`config.mk`:
```
export PLATFORM = sky130hd
export DESIGN_NAME = frame_scheduler
export DESIGN_NICKNAME = d
export VERILOG_FILES = /design/src/rtl/comm_pkg.sv /design/src/rtl/slot_counter.sv /design/src/rtl/frame_scheduler.sv
export SDC_FILE = /design/constraint.sdc
export NUM_CORES = 1
export LEC_CHECK = 0
export ABC_AREA = 1
export CAP_MARGIN = 10
export CORE_ASPECT_RATIO = 0.6
export CORE_MARGIN = 5
export CORE_UTILIZATION = 32
export CTS_CLUSTER_DIAMETER = 80
export DETAILED_ROUTE_END_ITERATION = 8
export PLACE_DENSITY = 0.63
export SLEW_MARGIN = 5
export SYNTH_ARGS = -nofsm -noshare
export SYNTH_HDL_FRONTEND = slang
export SYNTH_SLANG_ARGS = --single-unit
```
`constraint.sdc`:
```
create_clock -name sysclk -period 2.05 [get_ports sysclk]
set_input_delay 0.41 -clock sysclk [delete_from_list [all_inputs] [get_ports sysclk]]
set_output_delay 0.41 -clock sysclk [all_outputs]
set_load 0.1 [all_outputs]
```
`src/rtl/comm_pkg.sv`:
```
// Shared constants for the frame scheduler: FSM state encoding and the
// power-on stage offsets.
package comm_pkg;

  localparam logic [1:0] StIdle  = 2'd0;
  localparam logic [1:0] StRun   = 2'd1;
  localparam logic [1:0] StDrain = 2'd2;

  localparam int unsigned DefTransOff = 128;
  localparam int unsigned DefTestOff  = 144;
  localparam int unsigned DefDecOff   = 160;

  // Slots advance and stage starts may fire only in these states.
  function automatic logic st_active(input logic [1:0] st);
    return (st == StRun) || (st == StDrain);
  endfunction

endpackage

```
`src/rtl/slot_counter.sv`:
```
// Frame slot counter: counts 0..FRAME_LEN-1 while enabled, otherwise holds 0.
// frame_end flags the last slot of the frame.
module slot_counter #(
  parameter int unsigned CNT_W     = 8,
  parameter int unsigned FRAME_LEN = 256
) (
  input  logic             sysclk,
  input  logic             reset,
  input  logic             count_en,
  output logic [CNT_W-1:0] slot,
  output logic             frame_end
);

  logic [CNT_W-1:0] slot_q, slot_d;

  assign frame_end = (slot_q == CNT_W'(FRAME_LEN - 1));
  assign slot      = slot_q;

  always_comb begin
    slot_d = slot_q;
    if (!count_en) begin
      slot_d = '0;
    end else if (frame_end) begin
      slot_d = '0;
    end else begin
      slot_d = slot_q + CNT_W'(1);
    end
  end

  always_ff @(posedge sysclk or negedge reset) begin
    if (!reset) begin
      slot_q <= '0;
    end else begin
      slot_q <= slot_d;
    end
  end

endmodule

```
`src/rtl/frame_scheduler.sv`:
```
// Frame scheduler: runs a slot counter per frame and fires trans/test/dec
// stage starts at programmable slots, tracking pending work and overruns.
module frame_scheduler
  import comm_pkg::*;
#(
  parameter int unsigned CNT_W     = 8,
  parameter int unsigned FRAME_LEN = 256
) (
  input  logic             sysclk,
  input  logic             reset,
  input  logic             enable,
  input  logic             cfg_load,
  input  logic [CNT_W-1:0] cfg_trans_off,
  input  logic [CNT_W-1:0] cfg_test_off,
  input  logic [CNT_W-1:0] cfg_dec_off,
  input  logic             trans_done,
  input  logic             test_done,
  input  logic             dec_done,
  input  logic             ovr_clr,
  output logic             trans_start,
  output logic             test_start,
  output logic             dec_start,
  output logic             frame_start,
  output logic [CNT_W-1:0] slot,
  output logic [2:0]       pending,
  output logic [2:0]       overrun,
  output logic             running
);

  logic [1:0]            state_q, state_d;
  logic                  active;
  logic                  frame_end;
  logic [2:0][CNT_W-1:0] off_q;
  logic [2:0]            done_vec;
  logic [2:0]            hit;
  logic [2:0]            start_vec;
  logic [2:0]            ovr_set;
  logic [2:0]            pending_q, pending_d;
  logic [2:0]            overrun_q, overrun_d;

  assign active   = st_active(state_q);
  assign done_vec = {dec_done, test_done, trans_done};

  slot_counter #(
    .CNT_W     (CNT_W),
    .FRAME_LEN (FRAME_LEN)
  ) u_slot_counter (
    .sysclk    (sysclk),
    .reset     (reset),
    .count_en  (active),
    .slot      (slot),
    .frame_end (frame_end)
  );

  // Dropping enable never truncates a frame: RUN goes through DRAIN unless the
  // frame is already on its last slot.
  always_comb begin
    state_d = state_q;
    case (state_q)
      StIdle: begin
        if (enable) state_d = StRun;
      end
      StRun: begin
        if (!enable) state_d = frame_end ? StIdle : StDrain;
      end
      StDrain: begin
        if (enable) begin
          state_d = StRun;
        end else if (frame_end) begin
          state_d = StIdle;
        end
      end
      default: state_d = StIdle;
    endcase
  end

  always_ff @(posedge sysclk or negedge reset) begin
    if (!reset) begin
      state_q <= StIdle;
    end else begin
      state_q <= state_d;
    end
  end

  // Offsets are only reprogrammed while stopped, so a frame never mixes configs.
  always_ff @(posedge sysclk or negedge reset) begin
    if (!reset) begin
      off_q[0] <= CNT_W'(DefTransOff);
      off_q[1] <= CNT_W'(DefTestOff);
      off_q[2] <= CNT_W'(DefDecOff);
    end else if (cfg_load && (state_q == StIdle)) begin
      off_q[0] <= cfg_trans_off;
      off_q[1] <= cfg_test_off;
      off_q[2] <= cfg_dec_off;
    end
  end

  // A done arriving on the offset slot retires the previous run in time to
  // let the new start through.
  always_comb begin
    hit       = '0;
    start_vec = '0;
    ovr_set   = '0;
    for (int i = 0; i < 3; i++) begin
      hit[i]       = active && (slot == off_q[i]);
      start_vec[i] = hit[i] && (!pending_q[i] || done_vec[i]);
      ovr_set[i]   = hit[i] && pending_q[i] && !done_vec[i];
    end
  end

  assign pending_d = (pending_q & ~done_vec) | start_vec;
  assign overrun_d = ovr_set | (overrun_q & ~{3{ovr_clr}});

  always_ff @(posedge sysclk or negedge reset) begin
    if (!reset) begin
      pending_q <= '0;
      overrun_q <= '0;
    end else begin
      pending_q <= pending_d;
      overrun_q <= overrun_d;
    end
  end

  assign trans_start = start_vec[0];
  assign test_start  = start_vec[1];
  assign dec_start   = start_vec[2];
  assign frame_start = (state_q == StRun) && (slot == '0);
  assign running     = (state_q == StRun);
  assign pending     = pending_q;
  assign overrun     = overrun_q;

endmodule

```
# == After elaboration in Yosys (flattened, before gate mapping) ==
# Index checks and enable logic that the tools add are counted.
# op_classes
addsub,1
reduce_logical,27
mux,8
bitwise_logic,6
n_eq_ne,9
# ops
operator,n
8-bit equality test,3
8-bit 2-to-1 mux,2
1-bit logical AND,14
2-bit 2-to-1 mux,5
"8-bit by 1-bit adder with 8-bit output, second input constant",1
"8-bit equality test, second input constant",1
8-bit logical NOT,1
3-bit AND,2
1-bit logical NOT,6
3-bit NOT,2
3-bit OR,2
2-bit one-hot mux with 3 select lines,1
1-bit logical OR,4
"2-bit != test, second input constant",2
"3-bit != test, second input constant",1
3-bit AND reduction,1
"2-bit by 1-bit equality test with 1-bit output, second input constant",1
"2-bit equality test, second input constant",1
2-bit logical NOT,1
# totals
wordCells,58
output_inout_bits,19
reg_bits,40
inputBits,32

# == Logic depth before layout (Yosys ltp) ==
# Gate-level depths: netlist (run 1).
# logic_depth
ltp_word,6
ltp_mapped,9

# == Hierarchy ==
# A second synthesis (run 1) with hierarchy kept.
# hier_totals
cells_unflattened,294
hier_area_um2,2222.1
# by_module_without_submodules
mod,cells_per_inst,instances,seq_area_each_um2,area_each_um2
frame_scheduler,246,1,807.0,1823.0
slot_counter,48,1,200.2,399.1

# == Least setup slack after synthesis (run 1) ==
# Ideal clock, no wire load.
# synth_path
path_kind,reg2out
start,register state_q[1]
end,output port frame_start
path_stages_with_launch,5
path_slack_ps,-2653
path_buffers,0
arrival_time_ps,4293
cell_sequence,dfrtp_1 > inv_1 > ha_1 > nand4_1 > nor4_1
# synth_between
elab_chain_len,2
# synth_lines
element,line,text
"start, declared",frame_scheduler.sv:30,"logic [1:0] state_q, state_d;"
"start signal, assigned",frame_scheduler.sv:79,state_q <= StIdle;
"start signal, assigned",frame_scheduler.sv:81,state_q <= state_d;
2-bit by 1-bit equality test with 1-bit output,-,
named net running,frame_scheduler.sv:27,output logic running
1-bit logical AND,frame_scheduler.sv:127,assign frame_start = (state_q == StRun) && (slot == '0);
"end, declared",frame_scheduler.sv:23,"output logic frame_start,"
# The timed path passes the listed nets, and every way through them passes these cells.

# == Worst setup path in the final report (run 1) ==
# layout_path
start,register state_q[1]
end,output port trans_start
# layout_between
elab_chain_len,4
word_cells_on_any_way,5
classes_between,eq/ne (2); reduce/logical (3)
# layout_lines
element,line,text
2-bit by 1-bit equality test with 1-bit output / 2-bit equality test (equally long branches),comm_pkg.sv:15,return (st == StRun) || (st == StDrain);
1-bit logical OR *,comm_pkg.sv:15,
1-bit logical AND *,frame_scheduler.sv:105,hit[i] = active && (slot == off_q[i]);
1-bit logical AND *,frame_scheduler.sv:106,start_vec[i] = hit[i] && (!pending_q[i] || done_vec[i]);
"end, declared",frame_scheduler.sv:20,"output logic trans_start,"
# Every way passes the cells marked *; elsewhere a longest branch is shown, timed or not.

==> metrics.cfg, run 1 <==
[sta]
hold_violations = 0
period_needed_ns = 2.150
tightest_slew_ns = 0.4855
finClkSkew_ns = 0.002820
max_freq_mhz = 465.0
post-route-period-util_pct = 104.9
fin_ws_ns = -0.1005
slew_headroom_pct = 67.63
rsz0062_at_grt = true
setup-violations-final = 3
slew_violations = 0

[clocking]
clock-sinks = 40
clockBufferDepth = 2
clk_latency_ns = 0.28
cts.clk_slew.worst_paths_ns = 0.06
cts_tree = done
cts-root-buf = clkbuf_16
htreeDepth = 2
cts_buffers = 5

[place]
dpl.cell_count = 437
hpwl_mm = 4.689
gp_congestion = 0.8250
portBuffers = 50

[synthesis]
synth_area_um2 = 2245
ys_seq_elements = 40
synth_most_common_cell = nand2_1
ys.flop_type = dfrtp_1
synthesis.nets = 340
yosysWarnings = 0
syn_avg_cell_area_um2 = 7.433
netlist_instances = 302
ys_types = 31
async_flop_share_pct = 100.0
yosysTopAreaCell = dfrtp_1
synth_commonest_cells = 80 x nand2_1, 49 x nor2_1, 39 x inv_1
seq_area_frac_synth_pct = 44.87
synth_top_area_share_pct = 39.02
synthTopCellsByArea = dfrtp_1 39%, nand2_1 13%, nor2_1 8.2%, inv_1 6.5%, dfstp_2 5.9%
synth_edf_count = 0

[floorplan]
start_util_pct = 33.33
fp-row-count = 23
die_area_um2 = 8845
ioPinCount = 51
dieWidth_um = 118.1
die_h_um = 74.88
coreArea_um2 = 6734

[layout]
fin_nets = 414
fillers = 655
synthToLayoutAreaGrowth_pct = 51.67
drive_gt1_share_pct = 26.79
multi_input_area_um2 = 1124
num_antenna_cells = 0
ff_latch_area_um2 = 1037
fin_cells = 464

[pwr]
power_density_nw_per_um2 = 1241
vdd_drop_max_mv = 0.5943
power.leakage_uw = 0.001673
p_total_uw = 4226

[critical_path]
cp.buffers_inverters = 3
critPathSlowestCell = dfrtp_1
crit_start = state_q[1]
arrival_ns = 1.74
worst-setup-path-type = reg -> out
cp_cell_sequence = inv_2 -> ha_4 -> inv_6 -> a21oi_2 -> nand3_1 -> nor2_2 -> nand2_2 -> nor2_4 -> buf_12
crit_required_ns = 1.64
cp-end-kind = output port
critical_path.top_delay_family = simple AND/OR/NAND/NOR gates
cp-start-kind = flop
rr_startpoint = u_slot_counter.slot[1]
slowest_delay_ns = 0.36
worstPathMaxFanout = 5

[job]
cap_violations = 0

[global_route]
grt_pass1_vias = 2140
grt_antenna_before_repair = 0
grt_max_degree = 45
grt_pass1_wl_mm = 10.75
grt_usage_pct = 15.37
grt_overflow_total = 0

[routing]
antenna_left = 0
vias = 2171
drc = 0
routed_wirelength_mm = 6.369
drt-initial-drc-count = 106
vias_per_cell = 4.679
avgRoutedWirePerCell_um = 13.73
first_pass_iters = 4

[outcome]
violations = setup timing
status = complete, but fails checks

[hold_path]
min_path_type = in -> async

==> cells in the final DEF, fill, tap and decap left out, types with 5 or more instances in the layout <==
cell	instances
inv_1	32
nor2_1	49
dfstp_2	5
inv_2	7
nand3_1	10
clkbuf_16	5
dfrtp_4	8
a21oi_1	25
buf_4	31
clkdlybuf4s50_1	30
buf_12	14
nand2_1	78
dfrtp_1	27
==> power breakdown <==
group | leakage [uW] | switching, uW | internal (uW)
clock | 0.0000766 | 306 | 479
combinational | 0.00113 | 1240 | 897
sequential | 0.000466 | 197 | 1110
total | 0.00167 | 1740 | 2480
==> final timing paths <==
| path | slack (ns) | cells after the start | endpoint |
|---|---|---|---|
| worst max-delay path | -0.10 | 9 | trans_start |
| worst min-delay path | 0.08 | 1 | u_slot_counter.slot[0] |
| worst max register to register | 0.44 | 9 | state_q[1] |
| worst min register to register | 0.48 | 2 | overrun[1] |
| max in group asynchronous | 1.33 | 2 | off_q[21] |
| min in group sysclk | 0.48 | 2 | overrun[1] |
==> flip-flops by register name, summed over array words and instances (netlist names) <==
name and cells:
overrun 3, pending 3, u_slot_counter.slot 8, off_q 24, state_q 2
==> timing repair <==
action                                  CTS  global route
hold buffers                              0             0
pin swaps                                 8             3
endpoints found under the setup margin    4             4
gates resized for setup                   7             3
setup buffers                            10             9
==> logic make-up (layout without fill, tap and decap cells) <==
kind of cell	count (synthesis)	count (layout)	synth area share [%]
mux	4	4	2.007
buf+inv	51	126	9.253
fa+ha+maj	6	6	3.344
compound gates	35	35	8.249
xor+xnor	5	5	1.951
simple gates	161	161	30.32
flops	40	40	44.87
==> layer usage <==
metal / vias up / share of wire, % / track usage, %
met5: - / 0 / 0
met4: 0 / 0.66 / 3.053
met3: 6 / 8.8 / 4.129
met2: 66 / 43 / 24.11
met1: 1014 / 47 / 21.71
li1: 1085 / - / -
==> through the flow <==
stage	utilization, %	area, um2	hold slack [ns]	TNS, ns	worst slack, ns
2_1_floorplan	-	2365	0.1144	-1.350	-0.5781
3_3_place_gp	45.62	3072	0.3985	0	0.07240
3_5_place_dp	45.62	3072	0.3982	0	0.03297
4_1_cts	49.37	3324	0.09989	-0.2902	-0.1289
5_1_grt	50.56	3405	0.1118	-0.6649	-0.2022
6_report	50.56	3405	0.08153	-0.2381	-0.1005
==> layout make-up <==
class	instances	share of cell area (%)
Multi-Input combinational cell	211	33.00
Sequential cell	40	30.47
Timing Repair Buffer	76	24.04
Inverter	42	4.925
Clock buffer	6	4.079
Tap cell	87	3.197
Clock inverter	2	0.2940
(Power assumes the default switching activity.)
==> inputs of run 2 (changes only) <==
- PLACE_DENSITY: 0.63 -> default
==> run 2 against run 1 <==
Against the previous run: the flow still finishes with violations (setup timing); setup slack got worse by 0.016 ns; flip-flop and latch count did not move; clock skew fell by 0.0010 ns; clock power rose by 13%; core utilization rose by 0.24 points; via count rose by 0.46%; critical path type unchanged.
==> metrics.cfg, run 2 (synthesis results as in run 1) <==
[floorplan]
dieWidth_um = 118.1
die_area_um2 = 8845
coreArea_um2 = 6734
fp-row-count = 23
start_util_pct = 33.33
ioPinCount = 51
die_h_um = 74.88

[global_route]
met3_usage_pct = 4.580
grt_use_met1_pct = 21.58
grt_overflow_total = 0
grt_max_degree = 45
grt_pass1_wl_mm = 10.67
grt_antenna_before_repair = 0
grt_pass1_vias = 2144
grt_usage_pct = 15.26
met2_usage_pct = 22.99
top_usage_layer = met2

[clocking]
cts.clk_slew.worst_paths_ns = 0.06
clk_latency_ns = 0.28
clockBufferDepth = 2
cts_tree = done
clock-sinks = 40
hold_buffers = 0
cts_buffers = 5
cts-root-buf = clkbuf_16
htreeDepth = 2

[sta]
fin_ws_ns = -0.1161
max_freq_mhz = 461.7
rsz0062_at_grt = true
period_needed_ns = 2.166
setup_tns_ns = -0.2585
slew_violations = 0
hold_violations = 0
finClkSkew_ns = 0.001801
tightest_slew_ns = 0.4453
post-route-period-util_pct = 105.7
timing.hold.ws_ns = 0.06413
slew_headroom_pct = 70.31
setup-violations-final = 3

[routing]
vias_per_cell = 4.741
routed_wirelength_mm = 6.409
avgRoutedWirePerCell_um = 13.93
first_pass_iters = 4
vias = 2181
drt-initial-drc-count = 148
drc = 0
antenna_left = 0

[layout]
final_cell_mix = 78 x nand2_1, 49 x nor2_1, 32 x inv_1
ff_latch_area_um2 = 1037
final_common_cell = nand2_1
fillers = 655
multi_input_area_um2 = 1131
fin_nets = 410
synthToLayoutAreaGrowth_pct = 52.40
largest_register_ffs = 24
fin_util_pct = 50.80
largest-register = off_q
num_antenna_cells = 0
drive_gt1_share_pct = 26.01

[critical_path]
slowest_delay_ns = 0.37
worstPathMaxFanout = 5
critPathSlowestCell = dfrtp_1
crit_start = state_q[1]
arrival_ns = 1.76
cp-end-kind = output port
critical_path.top_delay_family = simple AND/OR/NAND/NOR gates
crit_required_ns = 1.64
cp.buffers_inverters = 3
cp_cell_sequence = inv_2 -> ha_4 -> inv_4 -> a21oi_2 -> nand3_1 -> nor2_2 -> nand2_2 -> nor2_4 -> buf_12
rr_startpoint = u_slot_counter.slot[1]
cp-start-kind = flop
worst-setup-path-type = reg -> out

[pwr]
combPwrFrac_pct = 49.0
p_switching_uw = 1762
swShare_pct = 40.79
pwr-share-seq_pct = 30.4
pwr-share-clk_pct = 20.5
power.leakage_uw = 0.001666
vdd_drop_max_mv = 0.6163
intPower_uw = 2558
power_density_nw_per_um2 = 1263

[place]
place_worst_setup_slack_ns = 0.03868
hpwl_mm = 4.771
portBuffers = 50
gp_congestion = 0.8949

[hold_path]
min_path_type = in -> async

[outcome]
violations = setup timing
status = complete, but fails checks

[job]
cap_violations = 0

run 2: changes by cell type in the layout (fill, tap and decap cells not counted), sizes merged:
cell	change
buf	-4
bufinv	+1
clkbuf	-1
clkinv	-1
clkinvlp	+1
run 2: worst paths after layout:
path	to	slack (ns)	depth (start not counted)
max	trans_start	-0.12	9
min	u_slot_counter.slot[3]	0.06	1
max reg2reg	state_q[0]	0.41	9
min reg2reg	overrun[1]	0.48	2
max in group asynchronous	off_q[21]	1.44	2
min in group sysclk	overrun[1]	0.48	2
run 2: power groups by stage:
stage | combinational, uW | clock (uW) | sequential, uW
4_1_cts | 2050 | 909 | 1300
3_5_place_dp | 1870 | 0 | 1340
3_3_place_gp | 1840 | 0 | 1330
2_1_floorplan | 1220 | 0 | 1400
5_1_grt | 2340 | 950 | 1350
6_report | 2120 | 886 | 1310
run 2: routing by layer:
layer	share of wire (%)	up-vias
met1	49	1020
met5	0	-
li1	-	1081
met4	1.1	0
met2	42	73
met3	8.4	7
run 2: timing repair:
| item | in CTS | in global routing |
|---|---|---|
| pin swaps | 6 | 6 |
| endpoints found under the setup margin | 4 | 4 |
| setup buffers | 11 | 6 |
| gates resized for setup | 7 | 7 |
run 2: cell type report:
| type | instances | area share [%] |
|---|---|---|
| clock buffers | 5 | 3.658 |
| clock inverters | 3 | 1.244 |
| inverters | 42 | 5.121 |
| multi-input cells | 211 | 33.06 |
| flip-flops and latches | 40 | 30.32 |
| well taps | 87 | 3.182 |
| repair buffers | 72 | 23.41 |
run 2: through the flow:
| stage | power [uW] | area (um2) | std cells |
|---|---|---|---|
| global route | 4646 | 3421 | 460 |
| CTS | 4267 | 3358 | 455 |
| floorplan | 2617 | 2365 | 302 |
| detailed placement | 3207 | 3077 | 436 |
| global placement | 3170 | 3077 | 436 |
| finish | 4320 | 3421 | 460 |
==> inputs of run 3 (changes only) <==
- CTS_CLUSTER_SIZE: default -> 20
- GPL_ROUTABILITY_DRIVEN: default -> 0
==> results of run 3 <==
No change in the layout: final DEF, timing and power equal those of run 2.
==> RTL change (settings of run 2) <==
`FRAME_LEN` is set to 256 in 2 places; all go to 128.
--- a/src/rtl/slot_counter.sv
+++ b/src/rtl/slot_counter.sv
@@ -3,5 +3,5 @@
 module slot_counter #(
   parameter int unsigned CNT_W     = 8,
-  parameter int unsigned FRAME_LEN = 256
+  parameter int unsigned FRAME_LEN = 128
 ) (
   input  logic             sysclk,
--- a/src/rtl/frame_scheduler.sv
+++ b/src/rtl/frame_scheduler.sv
@@ -5,5 +5,5 @@
 #(
   parameter int unsigned CNT_W     = 8,
-  parameter int unsigned FRAME_LEN = 256
+  parameter int unsigned FRAME_LEN = 128
 ) (
   input  logic             sysclk,
Behaviour: no difference found for any inputs over 10 cycles, from zero or initial values and one cycle with reset low; that may be too few to reach the edited logic, so the function may still have changed.
==> RTL change against run 2 <==
The run still ends with negative setup slack left; setup slack lost 0.028 ns; via count up 7.8%; non-clock buffer count rose by 12; design area increased by 5.4%; wire length is 12% higher; power increased by 4.9%; maximum frequency decreased by 1.3%; count of clock-buffer cells in the layout rose by 3; global-route usage is 0.31 points higher; area after synthesis grew 3.6%; sequential share of layout area is 1.5 points lower; first-iteration DRC count increased by 26%; sequential cell count is the same.
==> RTL change: results (changes against run 2) <==
.. list-table::
   :header-rows: 1

   * - Metric
     - Value
   * - Routed wire length
     - 7210 um (+12%)
   * - Top cell types by occurrence after synthesis
     - sky130_fd_sc_hd__nand2_1 (92), sky130_fd_sc_hd__nor2_1 (48), sky130_fd_sc_hd__inv_1 (45)
   * - Total inserted antenna cells
     - 0 (unchanged)
   * - Mean number of vias per cell
     - 4.75 (+0.22%)
   * - Final setup violation count
     - 3 (unchanged)
   * - Peak ir drop on the vdd network
     - 0.447 mV (-27%)
   * - Outcome
     - finished with violations
   * - Gpl congestion
     - 0.901 (+0.70%)
   * - Fillers
     - 700 (+6.9%)
   * - Fin worst setup slack
     - -0.144 ns (-0.0281 ns)
   * - Share of cells above drive strength 1
     - 0.277 (+0.0172)
   * - Pin count of the biggest net entering global routing
     - 46 (+2.2%)
   * - Via count of the first global-routing pass
     - 2273 (+6.0%)
   * - Setup_tns
     - -0.407 ns (-0.148 ns)
   * - Violations in the final reports
     - negative setup slack
   * - Share of synthesized area occupied by flip-flops and latches
     - 0.433 (-0.0155)
   * - Path type of the worst min-delay path
     - in -> async
   * - Root Driver
     - sky130_fd_sc_hd__clkbuf_16
   * - Library cell contributing the largest single delay on the critical path
     - sky130_fd_sc_hd__dfrtp_1
   * - Number of different library cells in the post-synthesis netlist
     - 30 (-3.2%)
   * - Reg-to-reg startpoint
     - u_slot_counter.slot[0]$_DFF_PN0_
   * - Leakage power summed over all cells
     - 1.76 nW (+5.5%)
   * - Global-route total usage across every layer
     - 0.156 (+0.00308)
   * - Max FFs per register
     - 24 (unchanged)
   * - Post-Place Worst Slack
     - 0.0825 ns (+0.0438 ns)
   * - Setup crit start
     - state_q[0]$_DFFE_PN0P_
   * - Synthesized net count
     - 359 (+5.6%)
   * - Worst path arrival time
     - 1.78 ns (+0.02 ns)
   * - Global-route wire length before repair
     - 11400 um (+7.2%)
   * - Cell types with the largest area share after synthesis
     - sky130_fd_sc_hd__dfrtp_1 (38%), sky130_fd_sc_hd__nand2_1 (15%), sky130_fd_sc_hd__nor2_1 (7.8%)
   * - DRC marker count from the first detailed-route iteration
     - 187 (+26%)
   * - Final nets
     - 441 (+7.6%)
   * - Half-perimeter wire length after detailed placement
     - 5080 um (+6.4%)
   * - Clock Skew
     - 0.00536 ns (+0.00355 ns)
   * - Transition time at the pin with the least slew margin
     - 0.537 ns (+0.0921 ns)
-- RTL change: cell types whose count changed after synthesis, moves of 2 or more --
cell and delta:
sky130_fd_sc_hd__a21oi_1 +3, sky130_fd_sc_hd__buf_4 -2, sky130_fd_sc_hd__inv_1 +6, sky130_fd_sc_hd__inv_2 -2, sky130_fd_sc_hd__nand2_1 +12, sky130_fd_sc_hd__nand2_2 -2, sky130_fd_sc_hd__nand3b_1 +3, sky130_fd_sc_hd__nor2_2 -2
sky130_fd_sc_hd__xor2_1 -2
-- RTL change: worst paths after layout --
path,slack (ns),cells past startpoint,end
min in group sysclk,0.48,2,off_q[12]$_DFFE_PN1P_
worst min register to register,0.48,2,off_q[12]$_DFFE_PN1P_
worst max register to register,0.40,9,state_q[1]$_DFFE_PN0P_
worst max-delay path,-0.14,7,dec_start
worst min-delay path,0.10,1,u_slot_counter.slot[0]$_DFF_PN0_
max in group asynchronous,1.29,2,off_q[15]$_DFFE_PN1P_
-- RTL change: logic make-up (layout without fill, tap and decap cells) --
family / count (synthesis) / count (layout) / synth area share
AND/OR/NAND/NOR: 175 / 175 / 0.323
AO/OA/AOI/OAI: 38 / 38 / 0.0856
flip-flops: 40 / 40 / 0.433
XOR/XNOR: 4 / 4 / 0.0151
buffers and inverters: 55 / 138 / 0.0963
multiplexers: 3 / 3 / 0.0145
adder cells (fa/ha/maj): 6 / 6 / 0.0323
-- RTL change: per-stage QoR --
stage / hold WS, ns / area [sq um] / power (W) / utilization / cells
floorplan: 0.114 / 2430 / 0.00268 / - / 321
global placement: 0.420 / 3170 / 0.00332 / 0.441 / 464
detailed placement: 0.424 / 3170 / 0.00335 / 0.441 / 464
CTS: 0.127 / 3380 / 0.00431 / 0.471 / 478
global route: 0.144 / 3600 / 0.00486 / 0.502 / 495
finish: 0.104 / 3600 / 0.00453 / 0.502 / 495
-- RTL change: cell type report --
type	instances	area share
inverter	46	0.0552
sequential	40	0.288
multi-input combinational	226	0.341
clock buffer	8	0.0406
tap	91	0.0316
timing repair buffer	84	0.244
-- RTL change: per-layer routing --
metal	up-vias	track usage	share of wire
li1	1165	-	-
met1	1100	0.236	0.46
met2	82	0.222	0.43
met3	5	0.0467	0.10
met4	0	0.0217	0.0057
met5	-	0	0
-- RTL change: power by group --
part | internal, W | switching, W | leakage [nW]
clock network | 0.000486 | 0.000316 | 0.0712
registers | 0.00111 | 0.000230 | 0.466
logic | 0.00100 | 0.00139 | 1.22
-- RTL change: what timing repair did --
action | CTS | global route
pin swaps | 5 | 14
resized for setup | 7 | 24
setup buffers | 6 | 17
hold buffers | 0 | 0
setup endpoints to repair | 4 | 4
